`src/rtl/spi_device_burst.sv`:
```
// SPI slave sampled in the system clock domain. Decodes a command byte into single
// or burst register-bus accesses with address auto-increment; all four CPOL/CPHA modes.
module spi_device_burst #(
  parameter int DATA_WIDTH  = 8,
  parameter int ADDR_WIDTH  = 3,
  parameter int CPOL        = 0,
  parameter int CPHA        = 0,
  parameter int SYNC_STAGES = 2
) (
  input  logic                  clk,
  input  logic                  rst_n,
  input  logic                  spi_clk,
  input  logic                  spi_sel,
  input  logic                  spi_mosi,
  output logic                  spi_miso,
  output logic                  spi_miso_oe,
  output logic [ADDR_WIDTH-1:0] reg_addr,
  output logic                  reg_wr,
  output logic [DATA_WIDTH-1:0] reg_wdata,
  output logic                  reg_rd,
  input  logic [DATA_WIDTH-1:0] reg_rdata,
  output logic                  busy,
  output logic                  frame_err
);

  // The receive register must hold at least the 8-bit command byte.
  localparam int               RX_W      = (DATA_WIDTH > 8) ? DATA_WIDTH : 8;
  localparam int               CNT_W     = $clog2(RX_W + 1);
  localparam logic             SCLK_IDLE = (CPOL != 0);
  localparam logic [CNT_W-1:0] CMD_LAST  = CNT_W'(7);
  localparam logic [CNT_W-1:0] WORD_LAST = CNT_W'(DATA_WIDTH - 1);

  typedef enum logic [2:0] {
    ST_IDLE,
    ST_CMD,
    ST_WDATA,
    ST_RFETCH,
    ST_RDATA
  } state_e;

  logic [SYNC_STAGES-1:0] sclk_sync_q, sclk_sync_d;
  logic [SYNC_STAGES-1:0] sel_sync_q,  sel_sync_d;
  logic [SYNC_STAGES-1:0] mosi_sync_q, mosi_sync_d;
  logic [SYNC_STAGES:0]   settle_q,    settle_d;
  logic                   sclk_prev_q, sclk_prev_d;
  logic                   sel_prev_q,  sel_prev_d;
  logic                   armed_q,     armed_d;

  state_e                 state_q,     state_d;
  logic [CNT_W-1:0]       bit_cnt_q,   bit_cnt_d;
  logic [RX_W-2:0]        rx_q,        rx_d;
  logic [DATA_WIDTH-1:0]  tx_q,        tx_d;
  logic [ADDR_WIDTH-1:0]  reg_addr_q,  reg_addr_d;
  logic [DATA_WIDTH-1:0]  reg_wdata_q, reg_wdata_d;
  logic                   reg_wr_q,    reg_wr_d;
  logic                   reg_rd_q,    reg_rd_d;
  logic                   frame_err_q, frame_err_d;

  logic            sclk_s, sel_s, mosi_s;
  logic            sclk_rise, sclk_fall, lead_edge, trail_edge;
  logic            sample_edge, shift_edge;
  logic            sel_fall, sel_rise;
  logic            word_done;
  logic [RX_W-1:0] rx_shift;

  assign sclk_s = sclk_sync_q[SYNC_STAGES-1];
  assign sel_s  = sel_sync_q[SYNC_STAGES-1];
  assign mosi_s = mosi_sync_q[SYNC_STAGES-1];

  assign sclk_rise   = sclk_s & ~sclk_prev_q;
  assign sclk_fall   = ~sclk_s & sclk_prev_q;
  assign lead_edge   = (CPOL != 0) ? sclk_fall : sclk_rise;
  assign trail_edge  = (CPOL != 0) ? sclk_rise : sclk_fall;
  assign sample_edge = (CPHA != 0) ? trail_edge : lead_edge;
  assign shift_edge  = (CPHA != 0) ? lead_edge : trail_edge;

  // A frame may only start from a sel level genuinely seen high after reset, so a
  // sel held low across reset never looks like a falling edge.
  assign sel_fall = armed_q & sel_prev_q & ~sel_s;
  assign sel_rise = sel_s & ~sel_prev_q;

  assign rx_shift = {rx_q, mosi_s};

  always_comb begin
    sclk_sync_d = {sclk_sync_q[SYNC_STAGES-2:0], spi_clk};
    sel_sync_d  = {sel_sync_q[SYNC_STAGES-2:0], spi_sel};
    mosi_sync_d = {mosi_sync_q[SYNC_STAGES-2:0], spi_mosi};
    settle_d    = {settle_q[SYNC_STAGES-1:0], 1'b1};
    sclk_prev_d = sclk_s;
    sel_prev_d  = sel_s;
    armed_d     = armed_q | (settle_q[SYNC_STAGES] & sel_s);
  end

  always_comb begin
    // NOTE: every signal gets a default before the case so no path leaves one
    // unassigned; otherwise synthesis infers a latch to hold the old value.
    state_d     = state_q;
    bit_cnt_d   = bit_cnt_q;
    rx_d        = rx_q;
    tx_d        = tx_q;
    reg_addr_d  = reg_addr_q;
    reg_wdata_d = reg_wdata_q;
    reg_wr_d    = 1'b0;
    reg_rd_d    = 1'b0;
    frame_err_d = 1'b0;
    word_done   = 1'b0;

    // Post-write increment lands the cycle after the strobe, keeping reg_addr
    // stable while reg_wr is high.
    if (reg_wr_q) reg_addr_d = reg_addr_q + 1'b1;

    case (state_q)
      ST_IDLE: begin
        if (sel_fall) begin
          state_d   = ST_CMD;
          bit_cnt_d = '0;
        end
      end
      ST_CMD: begin
        if (sample_edge) begin
          rx_d      = rx_shift[RX_W-2:0];
          bit_cnt_d = bit_cnt_q + 1'b1;
          if (bit_cnt_q == CMD_LAST) begin
            word_done  = 1'b1;
            bit_cnt_d  = '0;
            reg_addr_d = rx_shift[6 -: ADDR_WIDTH];
            if (rx_shift[7]) begin
              state_d = ST_WDATA;
            end else begin
              reg_rd_d = 1'b1;
              state_d  = ST_RFETCH;
            end
          end
        end
      end
      ST_WDATA: begin
        if (sample_edge) begin
          rx_d      = rx_shift[RX_W-2:0];
          bit_cnt_d = bit_cnt_q + 1'b1;
          if (bit_cnt_q == WORD_LAST) begin
            word_done   = 1'b1;
            bit_cnt_d   = '0;
            reg_wr_d    = 1'b1;
            reg_wdata_d = rx_shift[DATA_WIDTH-1:0];
          end
        end
      end
      ST_RFETCH: begin
        // The responder answers one clk after the strobe, so wait out the strobe cycle.
        if (!reg_rd_q) begin
          tx_d    = reg_rdata;
          state_d = ST_RDATA;
        end
      end
      ST_RDATA: begin
        if (sample_edge) begin
          bit_cnt_d = bit_cnt_q + 1'b1;
          if (bit_cnt_q == WORD_LAST) begin
            word_done  = 1'b1;
            bit_cnt_d  = '0;
            reg_addr_d = reg_addr_q + 1'b1;
            reg_rd_d   = 1'b1;
            state_d    = ST_RFETCH;
          end
        end else if (shift_edge && bit_cnt_q != '0) begin
          // The MSB was presented at load time; the shift edge ahead of the first
          // sample of a word must leave it in place.
          tx_d = {tx_q[DATA_WIDTH-2:0], 1'b0};
        end
      end
      default: state_d = ST_IDLE;
    endcase

    // Deselect wins over everything except a write word finishing on the same clk.
    if (state_q != ST_IDLE && sel_rise) begin
      frame_err_d = (state_q == ST_CMD && !word_done) ||
                    ((state_q == ST_WDATA || state_q == ST_RDATA) && bit_cnt_d != '0);
      state_d     = ST_IDLE;
      bit_cnt_d   = '0;
      reg_rd_d    = 1'b0;
    end
  end

  always_ff @(posedge clk or negedge rst_n) begin
    if (!rst_n) begin
      sclk_sync_q <= {SYNC_STAGES{SCLK_IDLE}};
      sel_sync_q  <= '1;
      mosi_sync_q <= '0;
      settle_q    <= '0;
      sclk_prev_q <= SCLK_IDLE;
      sel_prev_q  <= 1'b1;
      armed_q     <= 1'b0;
      state_q     <= ST_IDLE;
      bit_cnt_q   <= '0;
      rx_q        <= '0;
      tx_q        <= '0;
      reg_addr_q  <= '0;
      reg_wdata_q <= '0;
      reg_wr_q    <= 1'b0;
      reg_rd_q    <= 1'b0;
      frame_err_q <= 1'b0;
    end else begin
      // NOTE: non-blocking assignments so every flop samples pre-edge values.
      sclk_sync_q <= sclk_sync_d;
      sel_sync_q  <= sel_sync_d;
      mosi_sync_q <= mosi_sync_d;
      settle_q    <= settle_d;
      sclk_prev_q <= sclk_prev_d;
      sel_prev_q  <= sel_prev_d;
      armed_q     <= armed_d;
      state_q     <= state_d;
      bit_cnt_q   <= bit_cnt_d;
      rx_q        <= rx_d;
      tx_q        <= tx_d;
      reg_addr_q  <= reg_addr_d;
      reg_wdata_q <= reg_wdata_d;
      reg_wr_q    <= reg_wr_d;
      reg_rd_q    <= reg_rd_d;
      frame_err_q <= frame_err_d;
    end
  end

  assign spi_miso_oe = ((state_q == ST_RFETCH) || (state_q == ST_RDATA)) && !sel_s;
  assign spi_miso    = spi_miso_oe & tx_q[DATA_WIDTH-1];
  assign reg_addr    = reg_addr_q;
  assign reg_wr      = reg_wr_q;
  assign reg_wdata   = reg_wdata_q;
  assign reg_rd      = reg_rd_q;
  assign busy        = (state_q != ST_IDLE);
  assign frame_err   = frame_err_q;

endmodule

```
`config.mk`:
```
export PLATFORM = sky130hd
export DESIGN_NAME = spi_device_burst
export DESIGN_NICKNAME = d
export VERILOG_FILES = /design/src/rtl/spi_device_burst.sv
export SDC_FILE = /design/constraint.sdc
export NUM_CORES = 1
export LEC_CHECK = 0
export ABC_AREA = 1
export CAP_MARGIN = 20
export CORE_MARGIN = 3
export CORE_UTILIZATION = 58
export CTS_CLUSTER_SIZE = 40
export DETAILED_ROUTE_END_ITERATION = 8
export GPL_TIMING_DRIVEN = 0
export HOLD_SLACK_MARGIN = 0.12
export PLACE_DENSITY = 0.94
export SYNTH_ARGS = -nofsm -noshare
export SYNTH_HDL_FRONTEND = slang
export SYNTH_SLANG_ARGS = --single-unit
```
`constraint.sdc`:
```
create_clock -name clk -period 4.15 [get_ports clk]
set_input_delay 0.83 -clock clk [delete_from_list [all_inputs] [get_ports clk]]
set_output_delay 0.83 -clock clk [all_outputs]
set_load 0.05 [all_outputs]
```
# == Yosys cells after proc, flatten, opt, wreduce, memory -nomap -nowiden ==
# Cells that the tools add are included.
# Widths: inputs -> output; s select.
# totals
elab_cells,100
reg_bits,48
# op_classes
muxes,34
bitwise_logic,12
eq_ne,15
add_sub_neg,2
n_reduce_logical,21
# ops
operator,count
$mux 3,12
$mux 8,3
$ne 3x3->1 const B,6
$mux 4,4
$pmux 8 s2,1
$pmux 3 s5,1
$mux 1,10
$ne 2x2->1 const B,4
$pmux 4 s2,1
$reduce_bool 4->1,2
$and 1x1->1,7
$reduce_and 7->1,1
$eq 3x2->1 const B,2
$pmux 3 s2,1
$logic_and 1x1->1,5
$add 4x1->4 const B,1
$eq 4x3->1 const B,1
$not 1->1,4
$reduce_and 4->1,1
$add 3x1->3 const B,1
$eq 3x1->1 const B,1
$eq 3x3->1 const B,1
$logic_not 3->1,1
$logic_or 1x1->1,3
9 further kinds,10

# == Depth between registers and ports, before layout ==
# Gate-level depths: netlist of run 1.
# depth
ltp_word,8
mapped_depth,12
ltp_nobuf,12

# == Least setup slack after synthesis of run 1 ==
# OpenSTA, ideal clock, no wires.
# synth_timing
kind,register -> output
startpoint,reg state_q[1]
endpoint,out spi_miso
stages_incl_launch_ff,6
t_arrival_ns,1.961
slack_ns,1.359
n_path_buf,0
cell_sequence,dfrtp_1 nor2_2 nand2_2 inv_2 nor2_1 nor3b_1
# synth_via
elab_chain_len,4
elab_cells_between_ends,5
# synth_rtl
item,line_no,rtl
from (decl),49,"state_e state_q, state_d;"
from (signal assigned),211,state_q <= state_d;
$eq 3x2->1 / $eq 3x3->1 (equally long branches),223,assign spi_miso_oe = ((state_q == ST_RFETCH) || (state_q == ST_RDATA)) && !sel_s;
$logic_or 1x1->1 (*),223,
$logic_and 1x1->1 (*),223,
$and 1x1->1 (*),224,assign spi_miso = spi_miso_oe & tx_q[DATA_WIDTH-1];
to (decl),15,"output logic spi_miso,"
# Mark *: on every way between the ends. The rest lies on a longest branch, timed or not.

# == Worst setup path after layout of run 1 ==
# Same ends and word-level chain as after synthesis.

==> qor.txt, run 1 <==
==========================================================================================
Synth unique cells                                                                      33
Vias per std cell                                                                     5.49
GRT Overall Usage                                                                    23.7%
Placed wire-length estimate                                                        3.40 mm
Worst R2R Path Depth                                                                     7
Count of boundary I/O pins                                                              30
Top library cells by usage in the layout, fill and taps aside                 nand2_1, dfrtp_1, clkdlybuf4s50_1
P_sw                                                                              0.529 mW
XOR/XNOR Fraction of Synth Area                                                     0.792%
Register share of total power                                                        44.5%
Cell count of the worst hold path                                                        0
CTS H-tree lvls                                                                          2
Power Dens Cells                                                                522 mW/mm²
# resized after CTS                                                                      0
Cell at the root of the clock tree                                                clkbuf_8
GR Util met2                                                                         37.9%
Antenna-violating nets left                                                              0
Switching share of power                                                             38.0%
Largest stage delay on the critical path                                           0.83 ns
Number of nets in the layout                                                           296
Worst-path clk slew                                                                0.09 ns
Die X                                                                              67.7 µm
Syn_area_per_cell                                                                 9.10 µm²
Pin count of the biggest net entering global routing                                    35
Number of max-slew violations in the final report                                        0
Post-Route Skew                                                                 0.00527 ns
Nets in the synthesized netlist                                                        259
Number of clock sinks                                                                   48
Remaining design rule violation count                                                    0
Cell-by-cell listing of the critical path                                     nor2_2 -> nand2_2 -> inv_2 -> nor2_1 -> nor3b_1 -> clkdlybuf4s50_1
Met3 Usage GRT                                                                       5.16%
Antenna violations before repair                                                         0
CTS tree                                                                             built
GRT met1 Usage                                                                       31.0%
Via count of the first global-routing pass                                            1792
Min-Delay Path Class                                                          register to register
Cell leakage power                                                                 1.29 nW
DIE HEIGHT                                                                         67.7 µm
Final min period                                                                   3.14 ns
Setup_tns                                                                             0 ns
Maximum clock rate                                                                 319 MHz
Maximum ir drop on the vdd rail                                                     325 µV
Ratio of cells with drive above 1 in the final layout                                13.5%
Count of warnings emitted by yosys                                                       0
Flops & latches, synth                                                                  48
Final critical-path share of the clock period                                        75.6%
Simple-gate share of the synthesized area                                            19.5%
Gate power share                                                                     34.6%
Clock buffer count from CTS                                                              5
Number of core rows                                                                     21
Number of optimization iterations in the first detailed-route pass                       4
Clock insertion delay at the later pin of the skew report                          0.30 ns
Post-Layout Cell Count                                                                 327
Final design utilization                                                             76.4%
Multiplexer fraction of the synthesized cell area                                    3.17%
Synth Instances                                                                        243
Initial DRC count                                                                      104
Total instance count after detailed placement                                          319
Flop-to-flop setup slack                                                           2.32 ns
Area of the mapped netlist                                                     0.00221 mm²
Starting density of the core                                                         63.3%
Result of the run                                                             finished clean
Crit end category                                                             primary output
Wire length of the first global-routing pass                                       7.96 mm
Kind of critical path                                                         register to primary output
Largest family of logic cells by synthesized area                             simple AND/OR/NAND/NOR gates
Total via count after detailed routing                                                1795
Routability Congestion                                                               0.908
Max_cap viols                                                                            0
Most common cell after layout, fill and taps aside                                 nand2_1
Cell with the biggest individual delay on the critical path                   clkdlybuf4s50_1
Relative slew slack                                                                  66.2%
Crit path required time                                                            3.32 ns
Layer carrying the most global-route usage                                            met2
Number of hold violations in the final report                                            0
Sequential fraction of the synthesis area                                            54.5%
RSZ-0062 raised after global routing                                                    no
Routed wirelength normalized by instance count                                     13.8 µm
Post-CTS Setup Repair Bufs                                                               0
Core Box Area                                                                  0.00349 mm²
Share of synthesized cell area in full adder, half adder and majority cells          2.15%
Synthesized-area fraction occupied by ao, oa, aoi and oai cells                      13.5%
Final setup violation count                                                              0
Post-CTS Hold Buffers                                                                    0
Clock share of power                                                                 20.9%
CP Launch Type                                                                    register
Count of inserted antenna diode cells                                                    0
Endpoint arrival time on the critical path                                         2.31 ns
Die Area                                                                       0.00459 mm²
Largest driver fanout on the critical path                                               5
Fill cell count                                                                        238
Layout area overhead                                                                 20.8%
Internal power                                                                    0.864 mW
Number of buffers on the longest clock path                                              2
Total wire length after detailed routing                                           4.50 mm
Quantity of I/O buffers inserted on ports                                               29
Overall overflow remaining after global route                                            0
Pin slew with the least headroom to its limit                                     0.506 ns
==========================================================================================
[flip-flops by register name, summed over array words and instances, names as in the netlist]
register,count
sel_prev_q,1
sel_sync_q,2
state_q,3
sclk_sync_q,2
armed_q,1
tx_q,8
mosi_sync_q,2
bit_cnt_q,4
rx_q,7
frame_err,1
settle_q,3
reg_wr,1
sclk_prev_q,1
reg_addr,3
reg_rd,1
reg_wdata,8
[final cells by class]
type	count	area [µm²]	share of cell area, %
flip-flops and latches	48	1200	45.1
multi-input cells	161	868	32.5
repair buffers	30	305	11.4
inverters	29	109	4.08
clock buffers	6	82.6	3.09
well taps	46	57.6	2.16
plain buffers	5	28.8	1.08
clock inverters	2	13.8	0.515
[power by group through the flow]
| stage | Sequential (mW) | Clock (mW) | Combinational [mW] |
|---|---|---|---|
| finish | 0.619 | 0.291 | 0.482 |
| global route | 0.632 | 0.315 | 0.543 |
| CTS | 0.619 | 0.299 | 0.483 |
| detailed placement | 0.627 | 0 | 0.481 |
| global placement | 0.622 | 0 | 0.458 |
| floorplan | 0.619 | 0 | 0.355 |
[metal layers]
layer / share of wire, % / vias up
met4: 2.2 / 0
li1: - / 867
met2: 48 / 57
met5: 0 / -
met3: 6.1 / 11
met1: 44 / 860
[path summary, 6_finish.rpt]
| kind | from | to |
|---|---|---|
| max | state_q[1] | spi_miso |
| max in group asynchronous | rst_n | sel_sync_q[1] |
| min | mosi_sync_q[0] | mosi_sync_q[1] |
| max reg2reg | bit_cnt_q[0] | reg_addr[2] |
| min reg2reg | mosi_sync_q[0] | mosi_sync_q[1] |
| min in group asynchronous | rst_n | reg_wdata[1] |
[critical path, delay by kind of cell, from the launching register on]
family / cells / cell delay [ns]
flip-flops: 1 / 0.43
AND/OR/NAND/NOR: 4 / 0.60
buffers and inverters: 2 / 0.97
[cells by family after synthesis]
kind of cell             Yosys count
AND/OR/NAND/NOR                  100
other                              1
multiplexers                       7
adder cells (fa/ha/maj)            4
flip-flops                        48
AO/OA/AOI/OAI                     47
buffers and inverters             34
XOR/XNOR                           2
[synthesized netlist by cell type, drive strengths merged]
cell	count	area, µm²
inv	29	109
mux2i	7	70.1
nor3	3	31.3
dfstp	3	78.8
nand3b	1	7.51
maj3	1	10.0
nand2	64	245
nor3b	1	7.51
dfrtp	45	1130
a31oi	2	12.5
buf	3	21.3
o221ai	1	8.76
conb	1	3.75
xor2	1	8.76
nor2	16	65.1
o211ai	1	7.51
clkbuf	2	7.51
xnor2	1	8.76
nand3	15	75.1
o21ai	34	204
ha	3	37.5
a21oi	7	50.1
o21bai	1	7.51
a211oi	1	7.51
[stage by stage]
stage | worst slack [ns] | hold WS [ns] | total power [mW] | instance area [µm²]
floorplan | 1.36 | 0.331 | 0.974 | 2210
global placement | 1.05 | 0.331 | 1.08 | 2560
detailed placement | 1.36 | 0.335 | 1.11 | 2570
CTS | 0.991 | 0.355 | 1.40 | 2670
global route | 0.864 | 0.360 | 1.49 | 2670
finish | 1.01 | 0.353 | 1.39 | 2670
(Power assumes the default switching activity.)
==> run 2, diff against run 1 <==
Settings changed: CORE_UTILIZATION 58 to 49, PLACE_DENSITY 0.94 to 0.85.
Clock period 4.15 ns to 2.7 ns, I/O delays scaled along.
==> qor.txt, run 2 (same netlist as run 1, synthesis figures left out) <==
=================================================================================
Kind of critical path                                                register to primary output
Routability Congestion                                                      0.893   -1.7%
Die Area                                                              0.00535 mm²   +17%
Min-Delay Path Class                                                 input port to asynchronous set/reset pin
Maximum clock rate                                                        389 MHz
Fill cell count                                                               329   +38%
Remaining design rule violation count                                           0   unchanged
Endpoint arrival time on the critical path                                2.03 ns   -0.28 ns
Via count of the first global-routing pass                                   1632   -8.9%
Initial DRC count                                                             123   +18%
Overall overflow remaining after global route                                   0   unchanged
Number of nets in the layout                                                  296   unchanged
Source of the worst register-to-register timing path                 bit_cnt_q[0]
Combined flip-flop and latch cell area                                0.00120 mm²   unchanged
Internal power                                                            1.30 mW   +50%
Number of core rows                                                            23   +9.5%
Cell with the biggest individual delay on the critical path          dlygate4sd1_1
Result of the run                                                    finished clean
CTS tree                                                                    built
Switching share of power                                                    38.2%   +0.19 points
Critical R2R Capture                                                 reg_wdata[5]
Post-detailed-placement cell area                                     0.00258 mm²   +0.19%
CTS H-tree lvls                                                                 2   unchanged
Number of hold violations in the final report                                   0   unchanged
Post-Route Skew                                                        0.00689 ns   +0.00162 ns
Pwr Total                                                                 2.10 mW   +51%
Max_cap viols                                                                   0   unchanged
Worst-path clk slew                                                       0.08 ns   about the same
Most common cell after layout, fill and taps aside                        nand2_1
Power Dens Cells                                                       788 mW/mm²   +51%
Layout area overhead                                                        20.5%
Number of clock sinks                                                          48   unchanged
Final critical-path share of the clock period                               95.1%
Vias per std cell                                                            5.14   -6.3%
Cell at the root of the clock tree                                       clkbuf_8
Starting density of the core                                                53.0%   -10 points
Antenna violations before repair                                                0   unchanged
P_sw                                                                     0.802 mW   +52%
Area used by multi-input combinational logic                              868 µm²   unchanged
Clock share of power                                                        19.8%   -1.1 points
Clock insertion delay at the later pin of the skew report                 0.30 ns   about the same
Core Box Area                                                         0.00417 mm²   +19%
Antenna-violating nets left                                                     0   unchanged
Final min period                                                          2.57 ns
Largest stage delay on the critical path                                  0.54 ns   -0.29 ns
Flop-to-flop setup slack                                                  0.91 ns   -1.41 ns
Minimum hold slack                                                       0.135 ns   -0.217 ns
CP Launch Type                                                           register
Clock buffer count from CTS                                                     5   unchanged
Total wire length after detailed routing                                  4.29 mm   -4.7%
Wire length of the first global-routing pass                              7.19 mm   -9.6%
Maximum ir drop on the vdd rail                                            474 µV   +46%
Routed wirelength normalized by instance count                            13.0 µm   -5.9%
Final setup violation count                                                     0   unchanged
Total instance count after detailed placement                                 323   +1.3%
Die X                                                                     73.2 µm   +8.0%
GRT Overall Usage                                                           17.7%   -6.0 points
Relative slew slack                                                         65.8%   -0.36 points
Crit end category                                                    primary output
Register share of total power                                               45.3%   +0.8 points
Cell area after layout                                                0.00267 mm²   -0.19%
Post-CTS Hold Buffers                                                           0   unchanged
Slack of the critical path                                               0.133 ns   -0.882 ns
Number of optimization iterations in the first detailed-route pass              4   unchanged
Pin count of the biggest net entering global routing                           35   unchanged
Gate power share                                                            34.9%   +0.3 points
DIE HEIGHT                                                                73.2 µm   +8.0%
Post-Layout Cell Count                                                        331   +1.2%
Worst R2R Path Depth                                                            9   +2
Placed wire-length estimate                                               3.27 mm   -3.9%
Cell-by-cell listing of the critical path                            nor2_2 -> nand2_2 -> inv_2 -> nor2_1 -> nor3b_1 -> dlygate4sd1_1
Count of boundary I/O pins                                                     30   unchanged
Pin slew with the least headroom to its limit                            0.511 ns   +0.00536 ns
Number of max-slew violations in the final report                               0   unchanged
Quantity of I/O buffers inserted on ports                                      29   unchanged
Cell leakage power                                                        1.29 nW   about the same
Number of buffers on the longest clock path                                     2   unchanged
Crit path required time                                                   2.16 ns   -1.16 ns
Ratio of cells with drive above 1 in the final layout                       13.2%   -0.36 points
Count of inserted antenna diode cells                                           0   unchanged
Largest driver fanout on the critical path                                      5   unchanged
Dpl ws                                                                   0.157 ns   -1.20 ns
Top library cells by usage in the layout, fill and taps aside        nand2_1, dfrtp_1, clkdlybuf4s50_1
RSZ-0062 raised after global routing                                           no
Total via count after detailed routing                                       1702   -5.2%
=================================================================================
## run 2: cell types whose count changed in the layout (fill, tap and decap cells not counted)
cell	change
clkdlybuf4s50_1	-2
clkbuf_1	+1
clkbuf_8	-1
clkinv_2	-1
clkinv_4	+1
clkinvlp_4	+1
dlygate4sd1_1	+1
dlygate4sd2_1	+1
inv_6	-1
## run 2: worst max path at each step
| stage | startpoint | end | slack, ns | depth (start not counted) |
|---|---|---|---|---|
| 3_3_place_gp | rst_n | bit_cnt_q[3] | -0.17 | 1 |
| 6_report | state_q[1] | spi_miso | 0.13 | 6 |
| 2_1_floorplan | state_q[1] | spi_miso | 0.20 | 5 |
| 3_5_place_dp | state_q[1] | spi_miso | 0.16 | 6 |
| 5_1_grt | state_q[1] | spi_miso | 0.0009 | 6 |
| 4_1_cts | state_q[1] | spi_miso | 0.11 | 6 |
## run 2: critical path, delay by kind of cell (launching register included)
family	cells	cell delay [ns]
DFF	1	0.42
and+or+nand+nor	4	0.62
buffers and inverters	2	0.68
## run 2: final cells by class
cell class,count,area share (%)
Clock inverter,2,0.610
Inverter,29,4.08
Buffer,5,1.08
Timing Repair Buffer,30,11.4
Multi-Input combinational cell,161,32.6
Sequential cell,48,45.2
Clock buffer,6,2.72
Tap cell,50,2.35
## run 2: what timing repair did
| action | CTS | global route |
|---|---|---|
| buffers inserted | 0 | 0 |
| setup endpoints to repair | 2 | 1 |
| pin swaps | 0 | 0 |
| resized for setup | 2 | 2 |
## run 2: layer usage
layer	global-route usage [%]	vias to the layer above	share of wire, %
li1	-	861	-
met5	0	-	0
met4	6.97	0	1.4
met2	28.2	31	49
met1	22.7	805	45
met3	4.96	5	4.4
## run 2: power groups by stage
| stage | sequential [mW] | clock [mW] | combinational (mW) |
|---|---|---|---|
| finish | 0.952 | 0.415 | 0.733 |
| CTS | 0.950 | 0.425 | 0.733 |
| global placement | 0.957 | 0 | 0.709 |
| detailed placement | 0.962 | 0 | 0.735 |
| global route | 0.966 | 0.459 | 0.824 |
| floorplan | 0.952 | 0 | 0.546 |
## run 2: metrics by stage
| stage | utilization (%) | TNS, ns |
|---|---|---|
| 3_3_place_gp | 61.4 | -7.65 |
| 3_5_place_dp | 61.8 | 0 |
| 4_1_cts | 63.9 | 0 |
| 6_report | 63.9 | 0 |
| 5_1_grt | 63.9 | 0 |
| 2_1_floorplan | - | 0 |
